<file path="config.mk">
export PLATFORM = sky130hd
export DESIGN_NAME = point_assembler
export DESIGN_NICKNAME = d
export VERILOG_FILES = /design/src/rtl/point_assembler.sv
export SDC_FILE = /design/constraint.sdc
export NUM_CORES = 1
export LEC_CHECK = 0
export ABC_AREA = 1
export CAP_MARGIN = 30
export CORE_MARGIN = 1.5
export CORE_UTILIZATION = 55
export DETAILED_ROUTE_END_ITERATION = 16
export PLACE_DENSITY_LB_ADDON = 0.25
export RECOVER_POWER = 25
export SLEW_MARGIN = 40
export SYNTH_ARGS = -nofsm -noshare
export SYNTH_HDL_FRONTEND = slang
export SYNTH_SLANG_ARGS = --single-unit
</file>
<file path="constraint.sdc">
create_clock -name clk -period 2.3 [get_ports clk]
set_clock_uncertainty 0.2 [all_clocks]
set_input_delay 0.23 -clock clk [delete_from_list [all_inputs] [get_ports clk]]
set_output_delay 0.23 -clock clk [all_outputs]
set_load 0.01 [all_outputs]
</file>
<file path="src/rtl/point_assembler.sv">
`default_nettype none
// +-----------------------------------------------------------------------------+
// | point_assembler                                                             |
// | Packs DIM serial coordinates into one point, flagging coord_last framing    |
// | errors. Optional stats counters when POINT_ASSEMBLER_STATS_EN is defined.   |
// | Rev 1.0                                                                     |
// +-----------------------------------------------------------------------------+
module point_assembler #(
    parameter int DIM     = 2,
    parameter int COORD_W = 32
) (
    input  logic                   clk,
    input  logic                   rst_n,
    input  logic                   coord_valid,
    output logic                   coord_ready,
    input  logic [COORD_W-1:0]     coord_data,
    input  logic                   coord_last,
    output logic                   pt_valid,
    input  logic                   pt_ready,
    output logic [DIM*COORD_W-1:0] pt_data,
    output logic                   pt_err
`ifdef POINT_ASSEMBLER_STATS_EN
    ,
    output logic [15:0]            pt_count,
    output logic [15:0]            err_count,
    output logic [15:0]            drop_count
`endif
);

    localparam int IDX_W = (DIM > 1) ? $clog2(DIM) : 1;
    localparam logic [IDX_W-1:0] c_last_idx = IDX_W'(DIM - 1);

    typedef enum logic [0:0] {
        COLLECT = 1'b0,
        DISCARD = 1'b1
    } state_t;

    state_t                   r_state;
    logic [IDX_W-1:0]         r_idx;
    logic [COORD_W-1:0]       r_buf [DIM];
    logic                     r_pending;
    logic                     r_pend_err;
    logic                     r_pt_valid;
    logic [DIM*COORD_W-1:0]   r_pt_data;
    logic                     r_pt_err;

    logic                     w_coord_fire;
    logic                     w_pt_fire;
    logic                     w_out_free;
    logic                     w_at_last;
    logic                     w_complete;
    logic                     w_err;
    logic [DIM*COORD_W-1:0]   w_assembled;
    logic [DIM*COORD_W-1:0]   w_buf_packed;

    assign coord_ready  = !r_pending;
    assign pt_valid     = r_pt_valid;
    assign pt_data      = r_pt_data;
    assign pt_err       = r_pt_err;

    assign w_coord_fire = coord_valid && !r_pending;
    assign w_pt_fire    = r_pt_valid && pt_ready;
    assign w_out_free   = !r_pt_valid || pt_ready;
    assign w_at_last    = (r_idx == c_last_idx);
    assign w_complete   = w_at_last || coord_last;
    // Error when framing and DIM disagree: early last, or missing last at the final slot
    assign w_err        = (w_at_last != coord_last);

    // Point as it would look with the incoming coordinate written to the current slot
    always_comb begin
        w_assembled  = '0;
        w_buf_packed = '0;
        for (int i = 0; i < DIM; i++) begin
            w_buf_packed[i*COORD_W +: COORD_W] = r_buf[i];
            w_assembled[i*COORD_W +: COORD_W]  =
                (r_idx == IDX_W'(i)) ? coord_data : r_buf[i];
        end
    end

    always_ff @(posedge clk or negedge rst_n) begin
        if (!rst_n) begin
            r_state    <= COLLECT;
            r_idx      <= '0;
            r_pending  <= 1'b0;
            r_pend_err <= 1'b0;
            r_pt_valid <= 1'b0;
            r_pt_data  <= '0;
            r_pt_err   <= 1'b0;
            for (int i = 0; i < DIM; i++) begin
                r_buf[i] <= '0;
            end
        end else begin
            if (w_pt_fire) begin
                r_pt_valid <= 1'b0;
            end

            // Stalled point moves out on the same edge the output drains
            if (r_pending && w_pt_fire) begin
                r_pt_valid <= 1'b1;
                r_pt_data  <= w_buf_packed;
                r_pt_err   <= r_pend_err;
                r_pending  <= 1'b0;
                for (int i = 0; i < DIM; i++) begin
                    r_buf[i] <= '0;
                end
            end

            if (w_coord_fire) begin
                if (r_state == COLLECT) begin
                    if (w_complete) begin
                        r_idx <= '0;
                        if (w_out_free) begin
                            r_pt_valid <= 1'b1;
                            r_pt_data  <= w_assembled;
                            r_pt_err   <= w_err;
                            for (int i = 0; i < DIM; i++) begin
                                r_buf[i] <= '0;
                            end
                        end else begin
                            for (int i = 0; i < DIM; i++) begin
                                if (r_idx == IDX_W'(i)) begin
                                    r_buf[i] <= coord_data;
                                end
                            end
                            r_pending  <= 1'b1;
                            r_pend_err <= w_err;
                        end
                        if (w_at_last && !coord_last) begin
                            r_state <= DISCARD;
                        end
                    end else begin
                        for (int i = 0; i < DIM; i++) begin
                            if (r_idx == IDX_W'(i)) begin
                                r_buf[i] <= coord_data;
                            end
                        end
                        r_idx <= r_idx + 1'b1;
                    end
                end else if (coord_last) begin
                    r_state <= COLLECT;
                end
            end
        end
    end

`ifdef POINT_ASSEMBLER_STATS_EN
    logic [15:0] r_pt_count;
    logic [15:0] r_err_count;
    logic [15:0] r_drop_count;

    assign pt_count   = r_pt_count;
    assign err_count  = r_err_count;
    assign drop_count = r_drop_count;

    always_ff @(posedge clk or negedge rst_n) begin
        if (!rst_n) begin
            r_pt_count   <= '0;
            r_err_count  <= '0;
            r_drop_count <= '0;
        end else begin
            if (w_pt_fire && r_pt_count != 16'hFFFF) begin
                r_pt_count <= r_pt_count + 16'd1;
            end
            if (w_pt_fire && r_pt_err && r_err_count != 16'hFFFF) begin
                r_err_count <= r_err_count + 16'd1;
            end
            if (w_coord_fire && r_state == DISCARD && r_drop_count != 16'hFFFF) begin
                r_drop_count <= r_drop_count + 16'd1;
            end
        end
    end
`endif

endmodule
`default_nettype wire

</file>
; Yosys cells after proc, flatten, opt, wreduce, memory -nomap -nowiden
; Index checks and enable logic that the tools add are counted.
[word_totals]
regBits = 134
input_bits = 37
output_inout_bits = 67
wordCells = 59
[op_classes]
n_addsub = 1
eq_ne = 1
mux = 35
n_bitwise = 2
reduce_logical = 11
[ops]
columns = cell, n
row1 = 64-bit two-way mux, 10
row2 = 32-bit two-way mux, 4
row3 = 1-bit two-way mux, 21
row4 = 1-bit logical AND, 4
row5 = 4-bit AND reduction, 1
row6 = 1-bit logical NOT, 3
row7 = 1-bit logical OR, 2
row8 = 1-bit NOT, 2
row9 = 2-bit AND reduction, 1
row10 = "1-bit adder, second input constant", 1
row11 = 1-bit inequality test, 1

; Longest topological paths before layout
[logic_depth]
depth_word = 8
depth_mapped = 10

; Least setup slack after synthesis
; OpenSTA, ideal clock, no wires.
[synth_path]
kind = register to register
startpoint = reg r_idx
endpoint = reg r_buf[12] (netlist name)
t_arrival_ps = 1548
required_ps = 1970
path_slack_ps = 421
stages_incl_launch_ff = 10
path_buffers = 3
period_less_slack_ps = 1879
cell_sequence = dfrtp_1 buf_2 clkinv_1 buf_2 ha_1 inv_2 nand2_1 buf_2 nand3_1 o21ai_1
[synth_via]
elab_chain_len = 5
[synth_rtl]
columns = item, line_no
row1 = "start, declared", 39  ; logic [IDX_W-1:0] r_idx;
row2 = "start signal, assigned", 137  ; r_idx <= r_idx + 1'b1;
row3 = 32-bit two-way mux, "121, 133"
row4 = 64-bit two-way mux, 112  ; if (w_out_free) begin
row5 = 64-bit two-way mux *, 110  ; if (w_complete) begin
row6 = 64-bit two-way mux *, 109  ; if (r_state == COLLECT) begin
row7 = 64-bit two-way mux *, 108  ; if (w_coord_fire) begin
row8 = "end signal, assigned by index", 122  ; r_buf[i] <= coord_data;
row9 = "end signal, assigned by index", 134  ; r_buf[i] <= coord_data;
row10 = "end, declared", 40  ; logic [COORD_W-1:0] r_buf [DIM];
; Every way passes the cells marked *; elsewhere a longest branch is shown, timed or not.
; A chain may end at the register's enable or synchronous reset.

; Worst setup path in the final report
[layout_path]
startpoint = reg r_pending
endpoint = out coord_ready
[layout_via]
elab_chain_len = 1
[layout_rtl]
columns = item, line_no
row1 = "start, declared", 41  ; logic r_pending;
row2 = "start signal, assigned", 84  ; r_pending <= 1'b0;
row3 = "start signal, assigned", 102  ; r_pending <= 1'b0;
row4 = "start signal, assigned", 125  ; r_pending <= 1'b1;
row5 = 1-bit logical NOT, 56  ; assign coord_ready = !r_pending;
row6 = "end, declared", 15  ; output logic coord_ready,
; No other way between the ends.

==> results.yml <==
setup_path:
  rr_endpoint: "r_buf[61]"
  worstPathMaxFanout: 4
  cp_data_required_time_ns: 1.87
  worstPathArrival_ns: 1.52
  r2r-start: "r_pending"
  endpoint_kind: "output pin"
  crit_type: "reg2out"
  crit_path_start_kind: "register"
  r2r_cells: 6
  rrSetupSlack_ns: 0.51
timing:
  setup_viol: 0
  slew_headroom: 0.1199
  drv_slew: 0
  worst_pin_slew_ns: 1.320
  layout_min_cycle_time_ns: 1.947
  tns_ns: 0
  rsz0062_at_grt: "false"
  period_share: 0.8467
  max_clock_freq_mhz: 513.5
  finalHoldViolCount: 0
worst_hold_path:
  holdPathStages: 2
  hp-start: "r_pend_err"
  hold_class: "reg2reg"
  holdPathEnd: "r_pend_err"
synth:
  ys.warnings.count: 0
  post-synth-top-area-fraction: 0.4822
  synth.most_common_cell: "nand2_1"
  synth-main-ff-cell: "dfrtp_1"
  yosysSeqAreaShare: 0.4822
  synth_cell_type_count: 19
  synth_area_per_cell_um2: 7.096
  async_flop_share: 1.000
  yosys-top-cells-count: "nand2_1, dfrtp_1, nand3_1"
  postSynthNetCount: 1019
  synth_area_mm2: 0.006954
  syn_inst: 980
  ys_top_cells_by_area: "dfrtp_1, nand2_1, nand3_1"
  yosysTopAreaCell: "dfrtp_1"
  synth-edff-count: 0
  synth_seq_cells: 134
global_route:
  grt_pass1_wl_mm: 33.92
  antenna_found_initial: 0
  grt_overflow_total: 0
  grt_pass1_vias: 6589
  grt_max_degree: 98
  grt_use_total: 0.3322
layout:
  area_delta_synth_final_pct: 25.13
  diodes: 0
  final_cell_area_mm2: 0.008702
  layout-drive-gt1-share: 0.05987
  postLayoutCoreUtil: 0.7155
  final_nets: 1096
  fillers: 949
power_and_ir_drop:
  p_sw_frac: 0.4096
  sequentialPowerShare: 0.344
  combPwrFrac: 0.434
  pwr-share-clk: 0.223
  internal_power_w: 0.007044
  p_leak_nw: 4.564
  ir_drop_uv: 1004
  power_switching_w: 0.004888
  power_density_mw_per_mm2: 1371
detailed_routing:
  finalWirelength_mm: 20.87
  via_per_inst: 5.563
  drt_iter0_drc: 776
  firstDrtPassIters: 7
  wl_per_cell_um: 16.87
  postRouteAntennaNets: 0
  route.detailed.drc: 0
  vias: 6882
placement:
  gp_congestion: 0.8396
  io_buffers: 103
  dp_hpwl_mm: 12.94
  place_area_mm2: 0.008123
outcome:
  status: "finished clean"
floorplan:
  fp.dieH_um: 115.4
  core_area_mm2: 0.01216
  rows: 40
  io_pins: 104
  start_util: 0.5718
  die_x_um: 115.4
  die-area_mm2: 0.01333
cts:
  post_cts_buffers: 0
  cts_max_path_buffers: 2
  clk_pin_slew_ns: 0.05
  cts_buffers: 17
  cts_sinks: 134
  post_cts_resized: 0
  htreeDepth: 4
  clock_latency_ns: 0.42
  cts_tree: "done"
  cts.root.buffer_cell: "clkbuf_16"
job:
  max_cap_viol_count: 0
final cells by class:
cell class	count	area, um2	area share
sequential	134	3354	0.3855
timing repair buffer	126	1326	0.1524
clock inverter	2	35.03	0.004026
multi-input combinational	737	3082	0.3541
tap	168	210.2	0.02416
clock buffer	29	540.5	0.06211
inverter	41	153.9	0.01769
critical path, cell delays in order, from the launching register on:
cell             delay (ns)
dfrtp_1                0.41
inv_2                  0.13
clkdlybuf4s50_1        0.55
logic make-up after synthesis:
| family | after synthesis | synth area share |
|---|---|---|
| adder cells (fa/ha/maj) | 2 | 0.003598 |
| AO/OA/AOI/OAI | 66 | 0.04750 |
| buffers and inverters | 109 | 0.07862 |
| flip-flops | 134 | 0.4822 |
| AND/OR/NAND/NOR | 669 | 0.3881 |
placed cells by master (no fill, tap or decap):
cell,instances
nor2_4,3
clkinv_2,1
o21ai_1,30
nor2_1,2
nand2_2,4
clkinv_1,1
clkdlybuf4s50_1,102
clkbuf_8,7
buf_4,12
dlygate4sd3_1,1
nand3_2,3
inv_1,36
inv_2,4
clkbuf_2,1
clkbuf_16,17
a21oi_1,1
o21ai_0,35
clkbuf_1,5
nand3_1,131
nand2_1,526
dfrtp_2,1
bufinv_16,1
dfrtp_1,133
ha_1,2
buf_12,10
power by group through the flow:
stage	Clock, W	Combinational [W]	Sequential [W]
floorplan	0	0.00306	0.00410
global placement	0	0.00499	0.00409
detailed placement	0	0.00509	0.00409
CTS	0.00266	0.00513	0.00408
global route	0.00278	0.00573	0.00420
finish	0.00266	0.00518	0.00410
worst max path at each step:
stage | from | slack [ns] | to | cells after the start
6_report | r_pending | 0.35 | coord_ready | 2
3_3_place_gp | coord_last | 0.28 | pt_data[23] | 8
3_5_place_dp | coord_last | 0.23 | pt_data[1] | 8
5_1_grt | rst_n | 0.30 | r_buf[13] | 3
4_1_cts | r_pending | 0.34 | coord_ready | 2
2_1_floorplan | r_idx | 0.42 | r_buf[12] | 9
stage by stage:
| step | hold WS, ns | cells | setup slack [ns] | power, W |
|---|---|---|---|---|
| after floorplan | -0.2656 | 980 | 0.4215 | 0.007161 |
| after global placement | 0.001700 | 1205 | 0.2766 | 0.009073 |
| after detailed placement | 0.001055 | 1205 | 0.2337 | 0.009184 |
| after CTS | 0.1247 | 1237 | 0.3397 | 0.01187 |
| after global routing | 0.3158 | 1237 | 0.2984 | 0.01271 |
| final | 0.2780 | 1237 | 0.3526 | 0.01193 |
state kept, by name, indices dropped and copies added (netlist names):
name,cells
pt_data,64
r_buf,64
pt_err,1
pt_valid,1
r_idx,1
r_pend_err,1
r_pending,1
r_state,1
per-layer routing:
| layer | GRT usage | vias to the layer above | share of wire |
|---|---|---|---|
| li1 | - | 3218 | - |
| met1 | 0.4527 | 3183 | 0.40 |
| met2 | 0.5191 | 419 | 0.47 |
| met3 | 0.06695 | 62 | 0.099 |
| met4 | 0.1465 | 0 | 0.028 |
| met5 | 0 | - | 0 |
timing repair:
action                                 4_1_cts  5_1_grt
hold buffers                                 1        0
setup endpoints to repair                    0        0
endpoints found under the hold margin      107        0
(Power assumes the default switching activity.)
